### config.mk
export PLATFORM = sky130hd
export DESIGN_NAME = retire_trace_buffer
export DESIGN_NICKNAME = d
export VERILOG_FILES = /design/src/rtl/trace_pkg.sv /design/src/rtl/trace_fifo.sv /design/src/rtl/retire_trace_buffer.sv
export SDC_FILE = /design/constraint.sdc
export NUM_CORES = 1
export LEC_CHECK = 0
export BUFFER_PORTS_ARGS = -buffer_cell sky130_fd_sc_hd__buf_2
export CAP_MARGIN = 20
export CORE_MARGIN = 2
export CORE_UTILIZATION = 55
export CTS_CLUSTER_SIZE = 28
export DETAILED_ROUTE_END_ITERATION = 10
export GPL_ROUTABILITY_DRIVEN = 0
export PLACE_DENSITY = 0.73
export SYNTH_ARGS = -nofsm -noshare
export SYNTH_HDL_FRONTEND = slang
export SYNTH_SLANG_ARGS = --single-unit
### constraint.sdc
create_clock -name clk -period 12.4 [get_ports clk]
set_clock_uncertainty 0.1 [all_clocks]
set_input_delay 3.1 -clock clk [delete_from_list [all_inputs] [get_ports clk]]
set_output_delay 3.1 -clock clk [all_outputs]
set_load 0.01 [all_outputs]
### src/rtl/trace_pkg.sv
// Shared trace record layout, flag bit positions and monitor states
// for the retire trace buffer.
package trace_pkg;

  localparam int FLAG_REG   = 0;
  localparam int FLAG_LOAD  = 1;
  localparam int FLAG_STORE = 2;
  localparam int FLAG_HALT  = 3;

  localparam int TR_DATA_W = 16;
  localparam int TR_ADDR_W = 16;
  localparam int TR_REG_W  = 4;
  localparam int TR_CNT_W  = 32;

  typedef enum logic [1:0] {
    RUN,
    DRAIN,
    DONE,
    TIMEOUT
  } state_t;

  typedef struct packed {
    logic [3:0]           flags;
    logic [TR_ADDR_W-1:0] pc;
    logic [TR_REG_W-1:0]  rd;
    logic [TR_DATA_W-1:0] regData;
    logic [TR_ADDR_W-1:0] memAddr;
    logic [TR_DATA_W-1:0] memData;
`ifdef CYCLE_STAMP_EN
    logic [TR_CNT_W-1:0]  cycle;
`endif
  } trace_rec_t;

endpackage

### src/rtl/trace_fifo.sv
// Synchronous show-ahead FIFO; a push into a full FIFO is taken
// only when a pop frees a slot on the same edge.
module trace_fifo #(
  parameter int WIDTH = 8,
  parameter int DEPTH = 16
) (
  input  logic                     clk,
  input  logic                     rst_n,
  input  logic                     push,
  input  logic [WIDTH-1:0]         wdata,
  input  logic                     pop,
  output logic [WIDTH-1:0]         rdata,
  output logic                     full,
  output logic                     empty,
  output logic [$clog2(DEPTH):0]   count
);

  localparam int PW = $clog2(DEPTH);
  localparam logic [PW:0] PTR_ONE = {{PW{1'b0}}, 1'b1};

  logic [WIDTH-1:0] mem [DEPTH];
  logic [PW:0] wrPtr;
  logic [PW:0] rdPtr;
  logic doPush;
  logic doPop;

  assign empty = (wrPtr == rdPtr);
  assign full  = (wrPtr[PW] != rdPtr[PW]) &&
                 (wrPtr[PW-1:0] == rdPtr[PW-1:0]);
  assign count = wrPtr - rdPtr;
  assign doPop  = pop && !empty;
  assign doPush = push && (!full || doPop);
  assign rdata  = mem[rdPtr[PW-1:0]];

  always_ff @(posedge clk) begin
    if (!rst_n) begin
      wrPtr <= '0;
      rdPtr <= '0;
    end else begin
      if (doPush) wrPtr <= wrPtr + PTR_ONE;
      if (doPop)  rdPtr <= rdPtr + PTR_ONE;
    end
  end

  always_ff @(posedge clk) begin
    if (doPush) mem[wrPtr[PW-1:0]] <= wdata;
  end

endmodule

### src/rtl/retire_trace_buffer.sv
// WB-stage retire monitor: classifies, queues and drains trace records.
// Define CYCLE_STAMP_EN to add out_cycle, the capture-time cycle stamp.
module retire_trace_buffer
  import trace_pkg::*;
#(
  parameter int DATA_W    = 16,
  parameter int ADDR_W    = 16,
  parameter int REG_W     = 4,
  parameter int DEPTH     = 16,
  parameter int CNT_W     = 32,
  parameter int CYC_LIMIT = 100000
) (
  input  logic              clk,
  input  logic              rst_n,
  input  logic [ADDR_W-1:0] wb_pc,
  input  logic              wb_reg_wr,
  input  logic [REG_W-1:0]  wb_rd,
  input  logic [DATA_W-1:0] wb_reg_data,
  input  logic              wb_mem_rd,
  input  logic              wb_mem_wr,
  input  logic [ADDR_W-1:0] wb_mem_addr,
  input  logic [DATA_W-1:0] wb_mem_wdata,
  input  logic [DATA_W-1:0] wb_mem_rdata,
  input  logic              wb_halt,
  output logic              out_valid,
  input  logic              out_ready,
  output logic [3:0]        out_flags,
  output logic [ADDR_W-1:0] out_pc,
  output logic [REG_W-1:0]  out_rd,
  output logic [DATA_W-1:0] out_reg_data,
  output logic [ADDR_W-1:0] out_mem_addr,
  output logic [DATA_W-1:0] out_mem_data,
  output logic [CNT_W-1:0]  inst_count,
  output logic [CNT_W-1:0]  cycle_count,
  output logic [CNT_W-1:0]  drop_count,
  output logic              overflow,
  output logic              done,
  output logic              timeout
`ifdef CYCLE_STAMP_EN
  ,
  output logic [CNT_W-1:0]  out_cycle
`endif
);

  localparam int PW = $clog2(DEPTH);
  localparam int RECW = $bits(trace_rec_t);
  localparam logic [PW:0] ONE_ENTRY = {{PW{1'b0}}, 1'b1};
  localparam logic [CNT_W-1:0] CNT_ONE = {{(CNT_W-1){1'b0}}, 1'b1};
  localparam logic [CNT_W-1:0] LIMIT_C = CNT_W'(CYC_LIMIT);

  state_t state;
  trace_rec_t rec;
  trace_rec_t head;
  trace_rec_t outRec;
  logic [RECW-1:0] fifoData;
  logic [PW:0] fifoCount;
  logic fifoFull;
  logic fifoEmpty;
  logic running;
  logic isLoad;
  logic isStore;
  logic capture;
  logic pop;
  logic drop;
  logic instInc;
  logic tick;
  logic hitLimit;
  logic drainEmpty;
  logic [CNT_W-1:0] cycNext;

  assign running = (state == RUN);
  assign isLoad  = wb_mem_rd & ~wb_mem_wr;
  assign isStore = wb_mem_wr & ~wb_mem_rd;

  always_comb begin
    rec = '0;
    rec.flags[FLAG_REG]   = wb_reg_wr;
    rec.flags[FLAG_LOAD]  = isLoad;
    rec.flags[FLAG_STORE] = isStore;
    rec.flags[FLAG_HALT]  = wb_halt;
    rec.pc = TR_ADDR_W'(wb_pc);
    if (wb_reg_wr) begin
      rec.rd      = TR_REG_W'(wb_rd);
      rec.regData = TR_DATA_W'(wb_reg_data);
    end
    if (isLoad || isStore) rec.memAddr = TR_ADDR_W'(wb_mem_addr);
    unique case (1'b1)
      isLoad:  rec.memData = TR_DATA_W'(wb_mem_rdata);
      isStore: rec.memData = TR_DATA_W'(wb_mem_wdata);
      default: ;
    endcase
`ifdef CYCLE_STAMP_EN
    rec.cycle = TR_CNT_W'(cycle_count);
`endif
  end

  assign capture = running && (rec.flags != 4'b0000);
  assign pop     = out_valid && out_ready;
  assign drop    = capture && fifoFull && !pop;
  assign instInc = running && (wb_halt || wb_reg_wr || isStore);

  trace_fifo #(
    .WIDTH(RECW),
    .DEPTH(DEPTH)
  ) uFifo (
    .clk(clk),
    .rst_n(rst_n),
    .push(capture),
    .wdata(rec),
    .pop(pop),
    .rdata(fifoData),
    .full(fifoFull),
    .empty(fifoEmpty),
    .count(fifoCount)
  );

  assign head      = trace_rec_t'(fifoData);
  assign out_valid = !fifoEmpty;
  assign outRec    = out_valid ? head : '0;

  assign out_flags    = outRec.flags;
  assign out_pc       = ADDR_W'(outRec.pc);
  assign out_rd       = REG_W'(outRec.rd);
  assign out_reg_data = DATA_W'(outRec.regData);
  assign out_mem_addr = ADDR_W'(outRec.memAddr);
  assign out_mem_data = DATA_W'(outRec.memData);
`ifdef CYCLE_STAMP_EN
  assign out_cycle    = CNT_W'(outRec.cycle);
`endif

  // Nothing is pushed while draining, so the last pop empties the FIFO.
  assign drainEmpty = fifoEmpty || (pop && fifoCount == ONE_ENTRY);
  assign tick       = (state == RUN) || (state == DRAIN);
  assign cycNext    = (cycle_count == '1) ? cycle_count
                                          : cycle_count + CNT_ONE;
  assign hitLimit   = tick && (cycNext > LIMIT_C);

  always_ff @(posedge clk) begin
    if (!rst_n) begin
      state       <= RUN;
      cycle_count <= '0;
      done        <= 1'b0;
      timeout     <= 1'b0;
    end else begin
      if (tick) cycle_count <= cycNext;
      if (hitLimit) begin
        state   <= TIMEOUT;
        timeout <= 1'b1;
      end else begin
        unique case (state)
          RUN: begin
            if (capture && rec.flags[FLAG_HALT]) state <= DRAIN;
          end
          DRAIN: begin
            if (drainEmpty) begin
              state <= DONE;
              done  <= 1'b1;
            end
          end
          default: ;
        endcase
      end
    end
  end

  always_ff @(posedge clk) begin
    if (!rst_n) begin
      inst_count <= '0;
      drop_count <= '0;
      overflow   <= 1'b0;
    end else begin
      if (instInc && inst_count != '1)
        inst_count <= inst_count + CNT_ONE;
      if (drop) begin
        overflow <= 1'b1;
        if (drop_count != '1) drop_count <= drop_count + CNT_ONE;
      end
    end
  end

endmodule

==> impl_metrics.csv <==
group,metric,value,unit
global_route,grt_pass1_vias,26200,
run_status,status,"finished, final reports clean",
floorplanning,design.die.area,0.0934,mm²
cts,cts_sinks,1267,
sta,period_share,58.0,%
global_route,grt_start_max_net_pins,111,
layout,layout_commonest_cell,"edfxtp_1",
flow_run,max-cap-violations,0,
sta,tightest_slew,1.12,ns
logic_synthesis,synthArstFlopShare,0,%
sta,setup_ws,5.21,ns
sta,fmax,139,MHz
pwr,intPower,0.00825,W
logic_synthesis,synth_cells,2479,
route,via_per_inst,6.20,
route,wire_per_inst,27.0,µm
sta,min_period,7.19,ns
cts,cts_tree,"built",
pwr,p_sw,0.00306,W
global_route,grt_use_met1,33.1,%
global_route,antenna_found_initial,5,
sta,hold_violations,0,
logic_synthesis,yosysSeqAreaShare,73.7,%
pwr,p_comb_share,23.1,%
min_path,hp-class,"flop to flop",
setup_path,worstSetupPathType,"flop to output pin",
pwr,p_sw_share,27.1,%
global_route,grt_use_met2,38.6,%
floorplanning,start_util,55.5,%
floorplanning,fp.dieH,306,µm
logic_synthesis,syn_nets,2585,
setup_path,crit_required,9.20,ns
pwr,powerDensity,199,mW/mm²
cts,cts_resized,0,
layout,final_util,63.0,%
setup_path,worst_r2r_endpoint,"uFifo.mem[13][64]",
layout,final_cells,4065,
logic_synthesis,synth_warnings,0,
logic_synthesis,synth_area,0.0500,mm²
route,vias,25200,
layout,area_delta_synth_final,13.6,%
floorplanning,core,0.0901,mm²
setup_path,r2r_cells,7,
layout,nFillCells,6066,
layout,regArea,0.0369,mm²
cts,post_cts_buffers,0,
layout,num_antenna_cells,0,
global_route,top_usage_layer,"met2",
floorplanning,std_cell_rows,110,
layout,fin_nets,2893,
logic_synthesis,ys_ff_latch,1267,
cts,clk_latency,0.69,ns
global_route,grt_first_pass_wirelength,165000,µm
placed_design,dp_hpwl,60400,µm
setup_path,start_kind,"flop",
floorplanning,pin_count,263,
setup_path,worstSetupEndpointType,"output pin",
logic_synthesis,synth.avg_cell_area,20.2,µm²
cts,clockBufferDepth,3,
logic_synthesis,synth-edff-count,1152,
pwr,peakVddDrop,0.000173,V
global_route,grt-ovfl-total,0,
sta,setup_viol,0,
min_path,min_path_cells,1,
layout,final_cell_mix,"edfxtp_1 (1152), mux4_2 (360), buf_2 (262)",
cts,root_buffer,"clkbuf_16",
cts,cts-hold-fix-buffers,0,
pwr,leakage,18.4,nW
floorplanning,die_width,306,µm
route,drc_errors,0,
sta,finalMaxSlewViolations,0,
setup_path,arrival,3.99,ns
placed_design,dp_cells,3826,
placed_design,place_ws,5.08,ns
layout,drive_gt1_share,31.4,%
layout,multi_input_area,0.0126,mm²
cts,htreeDepth,3,
pwr,p_seq_share,45.5,%
logic_synthesis,ys.flop_type,"edfxtp_1",
setup_path,critPathCapture,"out_reg_data[7]",
sta,max_slew_margin,25.5,%
placed_design,port_buffers,262,
sta,rsz0062_at_grt,"no",
route,drt_iter0_drc,2602,
pwr,clock_power_share,31.5,%
global_route,use_met3,4.86,%
sta,fin_tns_setup,0,ns
route,drt_wl_total,110000,µm
route,firstDrtPassIters,5,
cts,clkSlewWorstSetupHoldPaths,0.06,ns
setup_path,r2r-start,"uFifo.wrPtr[2]",
global_route,grt_usage,23.7,%
logic_synthesis,ys_types,68,
setup_path,cp_max_fo,47,
route,antenna_left,0,
cts,cts_buffers,119,
setup_path,regToRegSetupSlack,8.15,ns
## metal layers
metal / vias to the layer above / part of all wire (%)
li1: 10700 / -
met5: - / 0.012
met4: 2 / 2.1
met1: 13200 / 40
met2: 1122 / 49
met3: 157 / 7.9
## cells by family after synthesis
family / count (synthesis) / share of synthesized area (%)
adders and majority gates: 15 / 0.390
and+or+nand+nor: 495 / 5.30
xor gates and xnor gates: 104 / 1.82
muxes: 368 / 16.4
DFF: 1267 / 73.7
AOI/OAI and AO/OA: 78 / 1.14
buffers and inverters: 152 / 1.26
## worst max-delay path: stages, from the launching register on
cell	delay (ns)
dfxtp_4	0.62
buf_16	0.31
buf_4	0.80
mux4_2	0.61
mux4_2	0.54
and2_1	0.19
buf_2	0.14
## metrics by stage
stage | total power [W] | hold slack, ns | cell area [µm²]
after global placement | 0.00780 | 0.339 | 52700
after detailed placement | 0.00786 | 0.348 | 52800
after global routing | 0.0118 | 0.385 | 56800
after CTS | 0.0114 | 0.364 | 56600
after floorplan | 0.00696 | 0.367 | 50000
final | 0.0113 | 0.360 | 56800
## power by group through the flow
stage / sequential [W] / clock [W] / combinational [W]
global route: 0.00517 / 0.00379 / 0.00280
floorplan: 0.00521 / 0 / 0.00175
finish: 0.00514 / 0.00356 / 0.00261
global placement: 0.00525 / 0 / 0.00254
detailed placement: 0.00526 / 0 / 0.00260
CTS: 0.00518 / 0.00362 / 0.00261
## flip-flops by register name (all words and copies together) (netlist names), named ones only
signal,cells
uFifo.mem,1152
uFifo.rdPtr,5
done,1
drop_count,32
state,2
overflow,1
uFifo.wrPtr,5
timeout,1
cycle_count,32
inst_count,32
## cells in the mapped netlist, types with 3 or more instances
master,n,area [µm²]
edfxtp_1,1152,34600
mux4_2,360,8110
nor2_1,146,548
dfxtp_1,115,2300
and2_1,106,663
clkbuf_1,78,293
xnor2_1,55,482
nand2_1,54,203
xor2_1,49,429
nand3_1,43,215
buf_1,32,120
nand4_1,28,175
nor3_1,28,140
inv_1,22,82.6
nor2b_1,19,119
o21ai_0,17,85.1
a22oi_1,16,120
a21oi_1,15,75.1
or3_1,15,93.8
ha_1,14,175
buf_2,13,65.1
and4_1,12,105
mux2i_1,7,70.1
and3_1,6,37.5
nand2b_1,6,37.5
nor4_1,5,31.3
a31oi_1,4,25.0
and3_2,4,30.0
a2111oi_2,3,45.0
buf_6,3,33.8
nand4_2,3,37.5
o41ai_1,3,26.3
## layout make-up
cell class / instances / area share, %
sequential: 1267 / 64.9
multi-input combinational: 1060 / 22.2
inverter: 22 / 0.145
clock inverter: 78 / 1.16
timing repair buffer: 317 / 3.39
clock buffer: 145 / 5.54
tap: 1176 / 2.59
## worst min path at each step
stage	startpoint	slack (ns)	end
floorplan	overflow	0.37	overflow
global placement	overflow	0.34	overflow
detailed placement	overflow	0.35	overflow
CTS	done	0.36	done
global route	overflow	0.39	overflow
finish	done	0.36	done
Power figures use the tool's default switching activity.
